## src/rtl/ioexp_pkg.sv

```systemverilog
// Shared definitions for the SMBus I/O expander: register offsets and small helpers.
package ioexp_pkg;

  localparam logic [7:0] REG_IN0     = 8'h00;
  localparam logic [7:0] REG_IN1     = 8'h01;
  localparam logic [7:0] REG_OUT0    = 8'h02;
  localparam logic [7:0] REG_OUT1    = 8'h03;
  localparam logic [7:0] REG_POL0    = 8'h04;
  localparam logic [7:0] REG_POL1    = 8'h05;
  localparam logic [7:0] REG_CFG0    = 8'h06;
  localparam logic [7:0] REG_CFG1    = 8'h07;
  localparam logic [7:0] INVALID_OFS = 8'hFF;

  // Expand the per-port arm bits to a 16-bit pin mask {port1, port0}.
  function automatic logic [15:0] port_mask(input logic [1:0] arm);
    return {{8{arm[1]}}, {8{arm[0]}}};
  endfunction

endpackage

```

## src/rtl/ioexp_in_filter.sv

```systemverilog
// GPIO input conditioning: multi-stage synchronizer followed by per-bit debounce.
module ioexp_in_filter #(
  parameter int unsigned WIDTH       = 16,
  parameter int unsigned SYNC_STAGES = 2,
  parameter int unsigned DEB_CYC     = 4
) (
  input  logic             clk,
  input  logic             rst,
  input  logic [WIDTH-1:0] pins,
  output logic [WIDTH-1:0] filt,
  output logic [WIDTH-1:0] filt_next
);

  // Counter is at least one bit wide so the bypass configuration still elaborates.
  localparam int unsigned CW = (DEB_CYC == 0) ? 1 : $clog2(DEB_CYC + 1);

  logic [WIDTH-1:0] sync_q [SYNC_STAGES];
  logic [WIDTH-1:0] sync;
  logic [CW-1:0]    cnt_q  [WIDTH];
  logic [CW-1:0]    cnt_d  [WIDTH];
  logic [WIDTH-1:0] filt_q, filt_d;

  assign sync      = sync_q[SYNC_STAGES-1];
  assign filt      = filt_q;
  assign filt_next = filt_d;

  // Synchronizer shift chain.
  always_ff @(posedge clk or posedge rst) begin
    if (rst) begin
      for (int i = 0; i < SYNC_STAGES; i++) sync_q[i] <= '0;
    end else begin
      sync_q[0] <= pins;
      for (int i = 1; i < SYNC_STAGES; i++) sync_q[i] <= sync_q[i-1];
    end
  end

  // Debounce: a bit must differ from filt for DEB_CYC consecutive clocks to be accepted.
  always_comb begin
    filt_d = filt_q;
    for (int i = 0; i < WIDTH; i++) begin
      cnt_d[i] = '0;
      if (DEB_CYC == 0) begin
        filt_d[i] = sync[i];
      end else if (sync[i] != filt_q[i]) begin
        if (cnt_q[i] == CW'(DEB_CYC - 1)) begin
          filt_d[i] = sync[i];
        end else begin
          cnt_d[i] = cnt_q[i] + CW'(1);
        end
      end
    end
  end

  // Filter state and counters.
  always_ff @(posedge clk or posedge rst) begin
    if (rst) begin
      filt_q <= '0;
      for (int i = 0; i < WIDTH; i++) cnt_q[i] <= '0;
    end else begin
      filt_q <= filt_d;
      for (int i = 0; i < WIDTH; i++) cnt_q[i] <= cnt_d[i];
    end
  end

endmodule

```

## src/rtl/smbus_ioexp_regs.sv

```systemverilog
// Register bank and GPIO core of the SMBus I/O expander (PCA9555-style map).
module smbus_ioexp_regs
  import ioexp_pkg::*;
#(
  parameter logic [15:0] OUT_RST     = 16'hFFFF,
  parameter logic [15:0] POL_RST     = 16'h0000,
  parameter logic [15:0] CFG_RST     = 16'hFFFF,
  parameter int unsigned SYNC_STAGES = 2,
  parameter int unsigned DEB_CYC     = 4
) (
  input  logic        CLK_IN,
  input  logic        RESET,
  input  logic [7:0]  I2C_OFFSET,
  input  logic [7:0]  I2C_WDATA,
  input  logic        I2C_WRITE_EN,
  input  logic        I2C_READ_EN,
  output logic [7:0]  I2C_RDATA,
  input  logic [15:0] GPIO_IN,
  output logic [15:0] GPIO_OUT,
  output logic [15:0] GPIO_OE,
  output logic        INT_N
);

  logic [15:0] out_q, pol_q, cfg_q;
  logic [15:0] snap_q;
  logic [1:0]  arm_q;
  logic [7:0]  rdata_q;
  logic        int_n_q;
  logic [15:0] filt, filt_next;
  logic [15:0] in_val;
  logic [7:0]  rd_val;

  ioexp_in_filter #(
    .WIDTH       (16),
    .SYNC_STAGES (SYNC_STAGES),
    .DEB_CYC     (DEB_CYC)
  ) u_in_filter (
    .clk       (CLK_IN),
    .rst       (RESET),
    .pins      (GPIO_IN),
    .filt      (filt),
    .filt_next (filt_next)
  );

  assign in_val    = filt ^ pol_q;
  assign GPIO_OUT  = out_q;
  assign GPIO_OE   = ~cfg_q;
  assign I2C_RDATA = rdata_q;
  assign INT_N     = int_n_q;

  // RW register writes; input ports and unmapped offsets are ignored.
  always_ff @(posedge CLK_IN or posedge RESET) begin
    if (RESET) begin
      out_q <= OUT_RST;
      pol_q <= POL_RST;
      cfg_q <= CFG_RST;
    end else if (I2C_WRITE_EN) begin
      case (I2C_OFFSET)
        REG_OUT0: out_q[7:0]  <= I2C_WDATA;
        REG_OUT1: out_q[15:8] <= I2C_WDATA;
        REG_POL0: pol_q[7:0]  <= I2C_WDATA;
        REG_POL1: pol_q[15:8] <= I2C_WDATA;
        REG_CFG0: cfg_q[7:0]  <= I2C_WDATA;
        REG_CFG1: cfg_q[15:8] <= I2C_WDATA;
        default:  ;
      endcase
    end
  end

  // Read mux over the register map.
  always_comb begin
    rd_val = 8'hFF;
    case (I2C_OFFSET)
      REG_IN0:  rd_val = in_val[7:0];
      REG_IN1:  rd_val = in_val[15:8];
      REG_OUT0: rd_val = out_q[7:0];
      REG_OUT1: rd_val = out_q[15:8];
      REG_POL0: rd_val = pol_q[7:0];
      REG_POL1: rd_val = pol_q[15:8];
      REG_CFG0: rd_val = cfg_q[7:0];
      REG_CFG1: rd_val = cfg_q[15:8];
      default:  rd_val = 8'hFF;
    endcase
  end

  // Read data capture; input-port reads also take the interrupt snapshot and arm the port.
  // Snapshot uses filt_next so a change landing on the read edge raises no interrupt.
  always_ff @(posedge CLK_IN or posedge RESET) begin
    if (RESET) begin
      rdata_q <= 8'hFF;
      snap_q  <= '0;
      arm_q   <= '0;
    end else if (I2C_READ_EN) begin
      rdata_q <= rd_val;
      if (I2C_OFFSET == REG_IN0) begin
        snap_q[7:0] <= filt_next[7:0];
        arm_q[0]    <= 1'b1;
      end else if (I2C_OFFSET == REG_IN1) begin
        snap_q[15:8] <= filt_next[15:8];
        arm_q[1]     <= 1'b1;
      end
    end
  end

  // Registered interrupt: armed input pins whose filtered value left the snapshot.
  always_ff @(posedge CLK_IN or posedge RESET) begin
    if (RESET) begin
      int_n_q <= 1'b1;
    end else begin
      int_n_q <= ~|(((filt ^ snap_q) & cfg_q) & port_mask(arm_q));
    end
  end

endmodule
```

## config.mk

```make
export PLATFORM = sky130hd
export DESIGN_NAME = smbus_ioexp_regs
export DESIGN_NICKNAME = d
export VERILOG_FILES = /design/src/rtl/ioexp_pkg.sv /design/src/rtl/ioexp_in_filter.sv /design/src/rtl/smbus_ioexp_regs.sv
export SDC_FILE = /design/constraint.sdc
export NUM_CORES = 1
export LEC_CHECK = 0
export ABC_AREA = 1
export CAP_MARGIN = 25
export CORE_UTILIZATION = 40
export CTS_CLUSTER_DIAMETER = 200
export DETAILED_ROUTE_END_ITERATION = 10
export HOLD_SLACK_MARGIN = 0.02
export SYNTH_ARGS = -nofsm -noshare
export SYNTH_HDL_FRONTEND = slang
export SYNTH_HIERARCHICAL = 1
export SYNTH_SLANG_ARGS = --single-unit
```

## constraint.sdc

```tcl
create_clock -name CLK_IN -period 6.2 [get_ports CLK_IN]
set_input_delay 0.93 -clock CLK_IN [delete_from_list [all_inputs] [get_ports CLK_IN]]
set_output_delay 0.93 -clock CLK_IN [all_outputs]
set_load 0.03 [all_outputs]
```

After elaboration in Yosys (flattened, before gate mapping)
Index checks and enable logic that the tools add are counted.

operators by class
  add/subtract/negate cells = 16
  equality and inequality tests = 39
  mux-type cells = 65
  bitwise logic cells = 6
  reduce and logical (&&, ||, !) cells = 11

operators by type and width
  cell                 number
  $mux 3               32
  $pmux 8 s8           1
  $add 3x1->3 const B  16
  $eq 3x2->1 const B   16
  $and 16x16->16       2
  $eq 8x3->1 const B   4
  $mux 1               32
  $xor 16x16->16       2
  $eq 8x2->1 const B   2
  $ne 1x1->1           16
  $not 16->16          1
  $reduce_or 16->1     1
  $reduce_and 2->1     7
  $eq 8x1->1 const B   1
  $logic_not 8->1      1
  $reduce_and 3->1     1
  $logic_not 1->1      1
  $not 1->1            1

storage, ports and cells
  bits in registers = 171
  bits of input ports = 36
  output and inout port bits = 41
  logic and storage cells = 168

Logic depth before layout (Yosys ltp)
  depth after elaboration = 5
  mapped depth = 9
  gate-level depth less buffers = 8

Cells and area by module
The synthesis kept the hierarchy.

modules (own cells, without submodules)
  module            instances  cells an instance  area each (sq um)  sequential area each (sq um)
  smbus_ioexp_regs  1          513                4286.6             1928.1
  ioexp_in_filter   1          401                3819.9             2402.3

Worst setup path before layout
OpenSTA, ideal clock, no wires.

  path kind = input to register
  from = input I2C_OFFSET[7]
  to = register snap_q[10]
  library setup time = 125 ps
  data arrival time = 1858 ps
  path slack = 4217 ps
  stages on the path = 6
  cells stage by stage = nor2_2 -> nand2_4 -> inv_6 -> buf_12 -> nand3_4 -> mux2_4

between the ends
  word-level cells in the longest chain between the ends = 3

RTL lines
  item                            RTL line                RTL
  from (decl)                     smbus_ioexp_regs.sv:13  input logic [7:0] I2C_OFFSET,
  $logic_not 8->1                 smbus_ioexp_regs.sv:95  if (I2C_OFFSET == REG_IN0) begin
  $not 1->1 (no line)             n/a
  $reduce_and 3->1 (no line) (*)  n/a
  to (signal assigned)            smbus_ioexp_regs.sv:99  snap_q[15:8] <= filt_next[15:8];
  to (decl)                       smbus_ioexp_regs.sv:25  logic [15:0] snap_q;

Every way passes the cells marked *; elsewhere a longest branch is shown, timed or not.
A chain may end at the register's enable or synchronous reset.

Final worst setup path
  from = register rdata_q[2] (netlist: I2C_RDATA[2])
  to = output I2C_RDATA[2]

RTL lines
  item                    RTL line                RTL
  from (decl)             smbus_ioexp_regs.sv:27  logic [7:0] rdata_q;
  from (signal assigned)  smbus_ioexp_regs.sv:94  rdata_q <= rd_val;
  to (decl)               smbus_ioexp_regs.sv:17  output logic [7:0] I2C_RDATA,

No word-level cell between the ends.

==> flow_metrics.tcl <==
set metrics [dict create \
    ys_seq_area_share_pct 53.4 \
    viasPerCell 4.52 \
    numCtsBuffers 17 \
    critPathArrivalTime_ns 1.69 \
    final_cell_area_sq_um 9730 \
    fin_crit_ns 2.62 \
    crit_type "flop to output port" \
    grt_pass1_vias 5480 \
    synthesis.nets 966 \
    p_per_area_nw_per_um2 334 \
    fp.dieH_um 144 \
    die-area_sq_um 20800 \
    vias 5771 \
    synth_area_leaders "dfrtp_1 40%, dfstp_2 13%, nand2_1 10%" \
    rows 51 \
    fin_crit_sh_pct 42.3 \
    drc 0 \
    postRouteAntennaNets 0 \
    dr.first_iter.drc_count 347 \
    drive_above_1_share_pct 17.7 \
    vdd_drop_max_v 0.000195 \
    ys_types 32 \
    dp_hpwl_um 12400 \
    synth.largest_area_cell "dfrtp_1" \
    ctsHoldBuffers 0 \
    nets 1051 \
    grtUsageTotal_pct 17.8 \
    overflow 0 \
    cp_data_required_time_ns 5.27 \
    synth_warnings 6 \
    antenna_found_initial 0 \
    place_area_sq_um 9060 \
    max_stage_delay_ns 0.69 \
    syn_inst 914 \
    postCtsSetupBuffers 0 \
    crit_buf_inv 1 \
    synth_area_sq_um 8110 \
    drv_slew 0 \
    grt_first_pass_wirelength_um 27800 \
    worst_pin_slew_ns 0.753 \
    antenna_cells 0 \
    clock_sinks 171 \
    fill_cells 1902 \
    path_cells "clkdlybuf4s50_1" \
    gp_congestion 0.898 \
    clk_latency_ns 0.43 \
    fin_skew_ns 0.0118 \
    grt_setup_unrepaired "false" \
    drv_cap 0 \
    setup_viol 0 \
    area_growth_pct 20.0 \
    cts_resized 0 \
    final_hold_viol_count 0 \
    portBuffers 76 \
    synth_top_area_share_pct 40.1 \
    cp_slowest_cell "clkdlybuf4s50_1" \
    multiInputGateArea_sq_um 3080 \
    cp-end-kind "output port" \
    avgSynthCellArea_sq_um 8.87 \
    grt_max_degree 76 \
    cp_top_family "buffers and inverters" \
    start_util_pct 41.2 \
    relSlewSlack_pct 49.6 \
    cts_root_buf "clkbuf_16" \
    io_pins 77 \
    clock_path_buffers 2 \
    status "finished, final reports clean" \
    avgRoutedWirePerCell_um 13.3 \
    ff_latch_area_sq_um 4330 \
    hp-class "flop to flop" \
    h-tree-depth 4 \
    clkSlewWorstSetupHoldPaths_ns 0.07 \
    cts_tree "yes" \
    setup_tns_ns 0 \
    cp_max_fo 2 \
    cp-start-kind "flop" \
    synth-seq-cells 171 \
    routed_wl_um 17000 \
    dr.pass1.iters 5 \
    leakage_nw 4.57 \
    core_area_sq_um 19700 \
    die_w_um 144 \
    fmax_mhz 381 \
]
==> layout make-up <==
class,instances,share of cell area [%]
inverters,143,5.60
flip-flops and latches,171,44.5
well taps,265,3.41
repair buffers,79,8.26
clock inverters,15,2.17
clock buffers,17,4.37
multi-input cells,587,31.7
==> cell usage in the layout, fill, tap and decap left out, types with 16 or more instances in the layout <==
master | netlist | layout
ha_1 | 16 | 16
a21oi_1 | 18 | 18
nand3_1 | 80 | 80
nand2_2 | 49 | 49
dfstp_2 | 41 | 41
clkbuf_16 | 0 | 17
nand2_1 | 217 | 217
dfrtp_1 | 130 | 130
o21ai_2 | 16 | 16
o21ai_1 | 26 | 26
clkdlybuf4s50_1 | 0 | 76
nor2_1 | 107 | 107
inv_1 | 141 | 139
==> routing by layer <==
metal,vias to the layer above,track usage [%],part of all wire [%]
met1,2662,24.7,48
met2,102,27.7,47
met4,0,6.59,1.1
met3,14,3.44,4.0
met5,-,0,0
li1,2993,-,-
==> per-stage QoR <==
stage	power [mW]	utilization, %	setup WS, ns	cells	hold slack (ns)
after global placement	2.12	46.1	3.39	1244	0.332
after global routing	3.46	49.5	3.54	1277	0.353
after detailed placement	2.14	46.1	3.33	1244	0.335
after floorplan	1.94	-	2.76	914	0.331
final	3.25	49.5	3.58	1277	0.342
after CTS	3.29	49.4	3.57	1276	0.345
==> cells in the mapped netlist <==
| library cell | number |
|---|---|
| nand2_2 | 49 |
| nor3_1 | 1 |
| buf_12 | 3 |
| nand3_4 | 5 |
| dfrtp_1 | 130 |
| or2_2 | 2 |
| ha_1 | 16 |
| inv_2 | 1 |
| xor2_1 | 10 |
| buf_4 | 1 |
| buf_2 | 3 |
| inv_6 | 1 |
| buf_6 | 5 |
| nand2_8 | 1 |
| inv_1 | 141 |
| nor2_8 | 1 |
| nor2_4 | 7 |
| nand2_4 | 2 |
| nor2_1 | 107 |
| o21ai_2 | 16 |
| buf_8 | 1 |
| nand4_1 | 3 |
| mux2_4 | 9 |
| nand3_1 | 80 |
| nand3_2 | 2 |
| a21oi_1 | 18 |
| o21ai_1 | 26 |
| nor2_2 | 2 |
| dfstp_2 | 41 |
| a21oi_2 | 3 |
| nand2_1 | 217 |
| o21ai_0 | 10 |
==> worst register-to-register path: stages, from the launching register on <==
cell     delay (ns)
dfstp_2        0.55
inv_1          0.07
a21oi_1        0.11
o21ai_0        0.09
nand4_1        0.08
nor2_1         0.04
nor2_1         0.20
nor2_1         0.07
==> registers in the layout (all words and copies together) (netlist names) <==
register / cells
snap_q: 16
u_in_filter/sync_q: 16
GPIO_OUT: 16
pol_q: 16
INT_N: 1
cfg_q: 16
u_in_filter/filt: 16
u_in_filter/sync: 16
I2C_RDATA: 8
arm_q: 2
u_in_filter/cnt_q: 48
==> path summary, 6_finish.rpt <==
path / start / end / slack [ns] / depth (start not counted)
worst min register to register: u_in_filter/sync_q[22]$_DFF_PP0_ / u_in_filter/sync[6]$_DFF_PP0_ / 0.34 / 0
min in group asynchronous: RESET / snap_q[3]$_DFFE_PP0P_ / 0.91 / 3
worst min-delay path: u_in_filter/sync_q[22]$_DFF_PP0_ / u_in_filter/sync[6]$_DFF_PP0_ / 0.34 / 0
worst max-delay path: I2C_RDATA[2]$_DFFE_PP1P_ / I2C_RDATA[2] / 3.58 / 1
max in group asynchronous: RESET / u_in_filter/cnt_q[25]$_DFF_PP0_ / 4.20 / 3
worst max register to register: cfg_q[10]$_DFFE_PP1P_ / INT_N$_DFF_PP1_ / 4.91 / 7
==> kinds of logic after synthesis <==
family / Yosys count / synth area share, %
compound gates: 73 / 5.39
flops: 171 / 53.4
simple gates: 479 / 27.4
xor+xnor: 10 / 1.08
fa+ha+maj: 16 / 2.47
mux: 9 / 1.67
buf+inv: 156 / 8.58
==> power by group <==
group	total [mW]	internal (mW)	switching, mW
Clock	1.14	0.682	0.459
Sequential	1.45	1.30	0.154
Combinational	0.654	0.267	0.387
(Power assumes the default switching activity.)
